==> src/rtl/instruction_fetch.sv <==
// Instruction fetch front end: PC, synchronous-read memory addressing, 2-entry queue to decode.
// Optional FETCH_HALT_AT_END_EN stops fetch when the PC reaches PROG_WORDS.
module instruction_fetch #(
  parameter int DATA_WIDTH = 32,
  parameter int ADDR_WIDTH = 10,
  parameter int RESET_PC   = 0,
  parameter int PROG_WORDS = 54
) (
  input  logic                  clk,
  input  logic                  rst,
  output logic [ADDR_WIDTH-1:0] address,
  input  logic [DATA_WIDTH-1:0] dataOut,
  output logic [DATA_WIDTH-1:0] instr,
  output logic [ADDR_WIDTH-1:0] instr_pc,
  output logic                  instr_valid,
  input  logic                  instr_ready,
  input  logic                  redirect,
  input  logic [ADDR_WIDTH-1:0] redirect_pc,
  output logic                  halted
);

  localparam logic [ADDR_WIDTH-1:0] RST_PC = ADDR_WIDTH'(RESET_PC);
  localparam logic [ADDR_WIDTH-1:0] END_PC = ADDR_WIDTH'(PROG_WORDS);
`ifdef FETCH_HALT_AT_END_EN
  localparam bit HALT_EN = 1'b1;
`else
  localparam bit HALT_EN = 1'b0;
`endif

  logic [ADDR_WIDTH-1:0] fetch_pc_q, fetch_pc_d;
  logic                  inflight_q, inflight_d;
  logic [ADDR_WIDTH-1:0] inflight_pc_q, inflight_pc_d;
  logic [DATA_WIDTH-1:0] q_data_q [2];
  logic [DATA_WIDTH-1:0] q_data_d [2];
  logic [ADDR_WIDTH-1:0] q_pc_q [2];
  logic [ADDR_WIDTH-1:0] q_pc_d [2];
  logic                  rd_ptr_q, rd_ptr_d, wr_ptr_q, wr_ptr_d;
  logic [1:0]            count_q, count_d;
  logic                  halted_q, halted_d;

  logic       pop, push, issue, at_end;
  logic [2:0] occ;

  always_comb begin
    pop    = (count_q != 2'd0) && instr_ready;
    push   = inflight_q && !redirect;
    at_end = HALT_EN && (fetch_pc_q == END_PC);
    occ    = {1'b0, count_q} + {2'b0, inflight_q};
    // Only issue if the word will have a queue slot when it lands next cycle.
    issue  = !redirect && !halted_q && !at_end && (occ <= 3'd1 + {2'b0, pop});

    fetch_pc_d    = fetch_pc_q;
    inflight_d    = 1'b0;
    inflight_pc_d = inflight_pc_q;
    q_data_d      = q_data_q;
    q_pc_d        = q_pc_q;
    rd_ptr_d      = rd_ptr_q;
    wr_ptr_d      = wr_ptr_q;
    count_d       = count_q;
    halted_d      = halted_q;

    if (redirect) begin
      fetch_pc_d = redirect_pc;
      count_d    = 2'd0;
      rd_ptr_d   = 1'b0;
      wr_ptr_d   = 1'b0;
      halted_d   = 1'b0;
    end else begin
      inflight_d = issue;
      if (issue) begin
        fetch_pc_d    = fetch_pc_q + 1'b1;
        inflight_pc_d = fetch_pc_q;
      end
      if (push) begin
        q_data_d[wr_ptr_q] = dataOut;
        q_pc_d[wr_ptr_q]   = inflight_pc_q;
        wr_ptr_d           = ~wr_ptr_q;
      end
      if (pop) rd_ptr_d = ~rd_ptr_q;
      count_d = count_q + {1'b0, push} - {1'b0, pop};
      if (at_end && !inflight_q) halted_d = 1'b1;
    end
  end

  always_ff @(posedge clk) begin
    if (rst) begin
      fetch_pc_q    <= RST_PC;
      inflight_q    <= 1'b0;
      inflight_pc_q <= '0;
      q_data_q[0]   <= '0;
      q_data_q[1]   <= '0;
      q_pc_q[0]     <= '0;
      q_pc_q[1]     <= '0;
      rd_ptr_q      <= 1'b0;
      wr_ptr_q      <= 1'b0;
      count_q       <= 2'd0;
      halted_q      <= 1'b0;
    end else begin
      fetch_pc_q    <= fetch_pc_d;
      inflight_q    <= inflight_d;
      inflight_pc_q <= inflight_pc_d;
      q_data_q      <= q_data_d;
      q_pc_q        <= q_pc_d;
      rd_ptr_q      <= rd_ptr_d;
      wr_ptr_q      <= wr_ptr_d;
      count_q       <= count_d;
      halted_q      <= halted_d;
    end
  end

  assign address     = fetch_pc_q;
  assign instr       = q_data_q[rd_ptr_q];
  assign instr_pc    = q_pc_q[rd_ptr_q];
  assign instr_valid = (count_q != 2'd0);
  assign halted      = halted_q;

`ifndef SYNTHESIS
  assert property (@(posedge clk) disable iff (rst) !(push && !pop && count_q == 2'd2));
`endif

endmodule

==> config.mk <==
export PLATFORM = sky130hd
export DESIGN_NAME = instruction_fetch
export DESIGN_NICKNAME = d
export VERILOG_FILES = /design/src/rtl/instruction_fetch.sv
export SDC_FILE = /design/constraint.sdc
export NUM_CORES = 1
export LEC_CHECK = 0
export CAP_MARGIN = 0
export CORE_MARGIN = 8
export CORE_UTILIZATION = 40
export DETAILED_ROUTE_END_ITERATION = 10
export GPL_ROUTABILITY_DRIVEN = 0
export PLACE_DENSITY = 0.74
export SKIP_LAST_GASP = 1
export SYNTH_ARGS = -nofsm -noshare
export SYNTH_HDL_FRONTEND = slang
export SYNTH_SLANG_ARGS = --single-unit
==> constraint.sdc <==
create_clock -name clk -period 6.1 [get_ports clk]
set_input_delay 0.61 -clock clk [delete_from_list [all_inputs] [get_ports clk]]
set_output_delay 0.61 -clock clk [all_outputs]
set_load 0.02 [all_outputs]
# After elaboration in Yosys (flattened, before gate mapping)

Index checks and enable logic that the tools add are counted.

Output and inout bits: 54
Input bits: 46
Logic and storage cells: 48
Bits in registers: 109

Magnitude comparators: 4
Add/subtract/negate cells: 5
Reductions and logical operators: 10
Bitwise gates (word level): 5
Mux-type cells: 14

Operator list:

| operator                                                                     | number |
|---|---|
| 32-bit 2-to-1 mux                                                            | 4 |
| 64-bit bitwise mux                                                           | 1 |
| 10-bit 2-to-1 mux                                                            | 6 |
| 32-bit demux with 1-bit select                                               | 1 |
| 20-bit bitwise mux                                                           | 1 |
| 10-bit by 1-bit adder with 10-bit output, second input constant              | 1 |
| 10-bit demux with 1-bit select                                               | 1 |
| 2-bit >= comparator, second input constant                                   | 2 |
| 1-bit logical AND                                                            | 4 |
| 1-bit NOT with 2-bit output                                                  | 2 |
| 2-bit AND reduction                                                          | 2 |
| 2-bit nonzero test                                                           | 2 |
| 2-bit by 1-bit adder with 3-bit output                                       | 1 |
| 3-bit by 2-bit less-or-equal comparator with 1-bit output                    | 1 |
| 1-bit NOT                                                                    | 3 |
| 1-bit by 1-bit adder with 2-bit output, first input constant                 | 1 |
| 2-bit by 1-bit adder with 2-bit output                                       | 1 |
| 2-bit by 1-bit less-than comparator with 1-bit output, second input constant | 1 |
| 2-bit OR reduction                                                           | 1 |
| 2-bit by 1-bit subtractor with 2-bit output                                  | 1 |
| 1-bit zero test                                                              | 1 |

# Logic depth before layout (Yosys ltp)

Depth after elaboration: 7
Mapped depth: 9

# Worst setup path before layout

Ideal clock, no wire load.

Path type: input to register
Start: in instr_ready
End: reg fetch_pc_q[8], in the netlist address[8]
Buffers on the path: 1
Cell stages on the path: 8
Arrival: 2657 ps
Setup slack: 3355 ps
Library setup time: 88 ps
Cell sequence: o21ai_1 > inv_1 > fa_1 > or3b_1 > buf_2 > and2_4 > or3_1 > a311oi_2

Longest elaborated chain between the ends: 5

RTL lines:

| what                                                      | RTL line | RTL |
|---|---|---|
| from (decl)                                               | 16       | `input logic instr_ready,` |
| 1-bit logical AND                                         | 45       | `pop = (count_q != 2'd0) && instr_ready;` |
| via pop                                                   | 41       | `logic pop, push, issue, at_end;` |
| 1-bit by 1-bit adder with 2-bit output                    | 50       | `issue = !redirect && !halted_q && !at_end && (occ <= 3'd1 + {2'b0, pop});` |
| 3-bit by 2-bit less-or-equal comparator with 1-bit output | 50       |  |
| 1-bit logical AND                                         | 50       |  |
| 2-bit nonzero test (no line)                              | n/a      |  |
| to (signal assigned)                                      | 99       | `fetch_pc_q <= fetch_pc_d;` |
| to (decl)                                                 | 30       | `logic [ADDR_WIDTH-1:0] fetch_pc_q, fetch_pc_d;` |

The timed path passes the listed nets, and every way through them passes these cells.
A chain may end at the register's enable or synchronous reset.

# Worst setup path after layout

Start: in instr_ready
End: reg inflight_pc_q[2]

Longest elaborated chain between the ends: 5

RTL lines:

| what                                                      | RTL line | RTL |
|---|---|---|
| 1-bit logical AND                                         | 45       |  |
| via pop                                                   | 41       |  |
| 1-bit by 1-bit adder with 2-bit output                    | 50       |  |
| 3-bit by 2-bit less-or-equal comparator with 1-bit output | 50       |  |
| 1-bit logical AND                                         | 50       |  |
| 2-bit AND reduction (no line)                             | n/a      |  |
| to (signal assigned)                                      | 101      | `inflight_pc_q <= inflight_pc_d;` |
| to (decl)                                                 | 32       | `logic [ADDR_WIDTH-1:0] inflight_pc_q, inflight_pc_d;` |

The timed path passes the listed nets, and every way through them passes these cells.

==> metrics <==
Synth Area in Compound Gates=0.132; CP delay by family, top=compound AO/OA/AOI/OAI gates; number of buffers added to fix hold violations after cts=0; hold_ws=0.452 ns; clock latency on the worst-skew pair=0.35 ns; Most used DFF post-synth=dfxtp_1; first-pass GRT wire length=19300 µm; Synth Area in Simple Gates=0.190; clock skew=0.00707 ns; Post-Synth XOR/XNOR Area=0.0189; initial drt markers=254; switching power=0.370 mW; Worst Setup End Kind=flip-flop; port bufs=98; Reg clk slew, reported paths=0.07 ns; Ant. Diodes=0; worst path buffer plus inverter count=2; vias in the first global route=3994; worst-margin pin slew=1.15 ns; largest net degree at the start of global routing=112; register area share after synthesis=0.471; part of the power in combinational logic=0.114; Sw Share=0.249; Synth top area share=0.471; Seq pwr share=0.507; adder-cell share of the synthesized area=0.0178; Worst slew margin=0.231; CTS Buf Count=9; async set or reset register ratio after synthesis=0; Overall Power=1.48 mW; main combinational cell family by area after synthesis=simple AND/OR/NAND/NOR gates; GRT overflow=0; Chip Width=124 µm; CP Launch Type=input pin; min-delay worst type=reg -> reg; CTS Buffer Depth=2; Fmax=0.281 GHz; period utilization=0.583; Clk pwr share=0.379; DP Wirelength=7670 µm; Nets=672; # H-tree levels=3; Static Leak=2.06 nW; MaxCap Viol Count=0; # rows=39; syn_nets=603; cell with the most instances after synthesis=nand2_1; number of top-level pins=100; Crit path arrival time=3.75 ns; initial antenna violation count=0; routed wire length=12100 µm; Synth Cell Area=4630 µm²; top cells by area, synth=dfxtp_1 47%, nand2_1 14%, mux2_2 10%, a21oi_1 9.7%, clkbuf_1 2.6%; TritonCTS clock tree=yes; Crit Path Class=in -> reg; RSZ-0062 raised after global routing=false; crit path max fanout=10; routed length per instance=15.7 µm; post-route setup slack=2.55 ns; Setup WS pre-CTS=2.23 ns; Critical Path RT=6.29 ns; CP max stage cell=a21oi_1; post-CTS setup buffer count=0; P_int=1.11 mW; post-synthesis mux area share=0.126; Slew Limit Fails=0; VDD IR-drop max=0.120 mV; CTS sink cnt=109; Syn-to-layout area delta=27.7%; count of yosys warnings during synthesis=0; commonest cells in the netlist=172 x nand2_1, 109 x dfxtp_1, 90 x a21oi_1; final setup fails=0; syn_area_per_cell=8.40 µm²; crit-path cells=clkdlybuf4s50_1 > o21ai_1 > inv_1 > fa_1 > or3b_1 > a21oi_1 > mux2i_1 > nor2_1; critical path's largest stage delay=0.94 ns; Synth cell types=42; number of flops mapped to enable cells by yosys=0; gr usage total=0.159; die area=15300 µm²; drt via density=5.22; FILL cells=1065; core area=11400 µm²; Final TNS setup=0 ns; PwrDens=251 nW/µm²; Post-Syn Instances=551; Synth Register Bits=109; root buffer cell=clkbuf_16; final hold vios=0; post-CTS sizing=0; cell taking the most area after synthesis=dfxtp_1; status=finished, final reports clean; drt drc=0; Die Height=124 µm; via count=4009; Routed Antenna Nets=0; Period minus WS final=3.55 ns; Initial Util=0.407; ratio of cells with drive above 1 in the final layout=0.115; drt first pass iters=4
==> layout by cell type (no fill, tap or decap), drive strengths merged, types with 4 or more instances in the layout <==
| cell | n |
|---|---|
| clkinv | 4 |
| nand2 | 172 |
| mux2 | 42 |
| clkdlybuf4s50 | 97 |
| nor3 | 4 |
| a211oi | 7 |
| dfxtp | 109 |
| inv | 7 |
| mux2i | 11 |
| clkbuf | 11 |
| nand3 | 4 |
| ha | 5 |
| a21oi | 90 |
| xnor2 | 8 |
| o21ai | 4 |
| nor2 | 20 |
==> through the flow <==
| stage | cell area, µm² | cells | utilization |
|---|---|---|---|
| 5_1_grt | 5910 | 768 | 0.520 |
| 4_1_cts | 5910 | 768 | 0.520 |
| 3_5_place_dp | 5630 | 752 | 0.495 |
| 3_3_place_gp | 5630 | 752 | 0.495 |
| 6_report | 5910 | 768 | 0.520 |
| 2_1_floorplan | 4630 | 551 | - |
==> cell type report <==
type	count	area [µm²]	area share
inverters	6	22.5	0.00381
flip-flops and latches	109	2180	0.369
well taps	143	179	0.0303
clock buffers	11	253	0.0428
repair buffers	99	986	0.167
multi-input cells	395	2260	0.382
clock inverters	5	32.5	0.00550
==> worst paths after layout <==
check                             startpoint               end  slack, ns  depth (start not counted)
worst min-delay path            q_data_q[25]      q_data_q[25]       0.45                          2
worst max-delay path             instr_ready  inflight_pc_q[2]       2.55                          8
worst max register to register    count_q[1]  inflight_pc_q[2]       2.71                          7
worst min register to register  q_data_q[25]      q_data_q[25]       0.45                          2
==> worst register-to-register path, delay by kind of cell, from the launching register on <==
| kind | cells | cell delay, ns |
|---|---|---|
| buf+inv | 1 | 0.12 |
| simple gates | 2 | 0.59 |
| flops | 1 | 0.35 |
| fa+ha+maj | 1 | 0.53 |
| compound gates | 2 | 1.33 |
| mux | 1 | 0.31 |
==> sequential cells by signal, summed over array words and instances, names as in the netlist <==
name,count
address,10
wr_ptr_q,1
count_q,2
inflight_q,1
inflight_pc_q,10
rd_ptr_q,1
q_data_q,64
q_pc_q,20
==> power groups by stage <==
stage               Combinational [mW]  Sequential [mW]  Clock (mW)
floorplan                       0.0919            0.767           0
global placement                 0.166            0.767           0
detailed placement               0.168            0.768           0
CTS                              0.170            0.752       0.578
global route                     0.183            0.754       0.604
finish                           0.169            0.752       0.563
==> cells by family after synthesis <==
family / Yosys count
XOR/XNOR: 10
multiplexers: 53
buffers and inverters: 47
flip-flops: 109
AND/OR/NAND/NOR: 215
other: 1
adder cells (fa/ha/maj): 6
AO/OA/AOI/OAI: 110
==> per-layer routing <==
metal / GRT usage / routed length (µm) / part of all wire / up-vias
li1: - / - / - / 1972
met1: 0.187 / 5270 / 0.44 / 1931
met2: 0.269 / 5860 / 0.49 / 93
met3: 0.0431 / 727 / 0.060 / 13
met4: 0.0632 / 197 / 0.016 / 0
met5: 0 / 0 / 0 / -
Power figures use the tool's default switching activity.
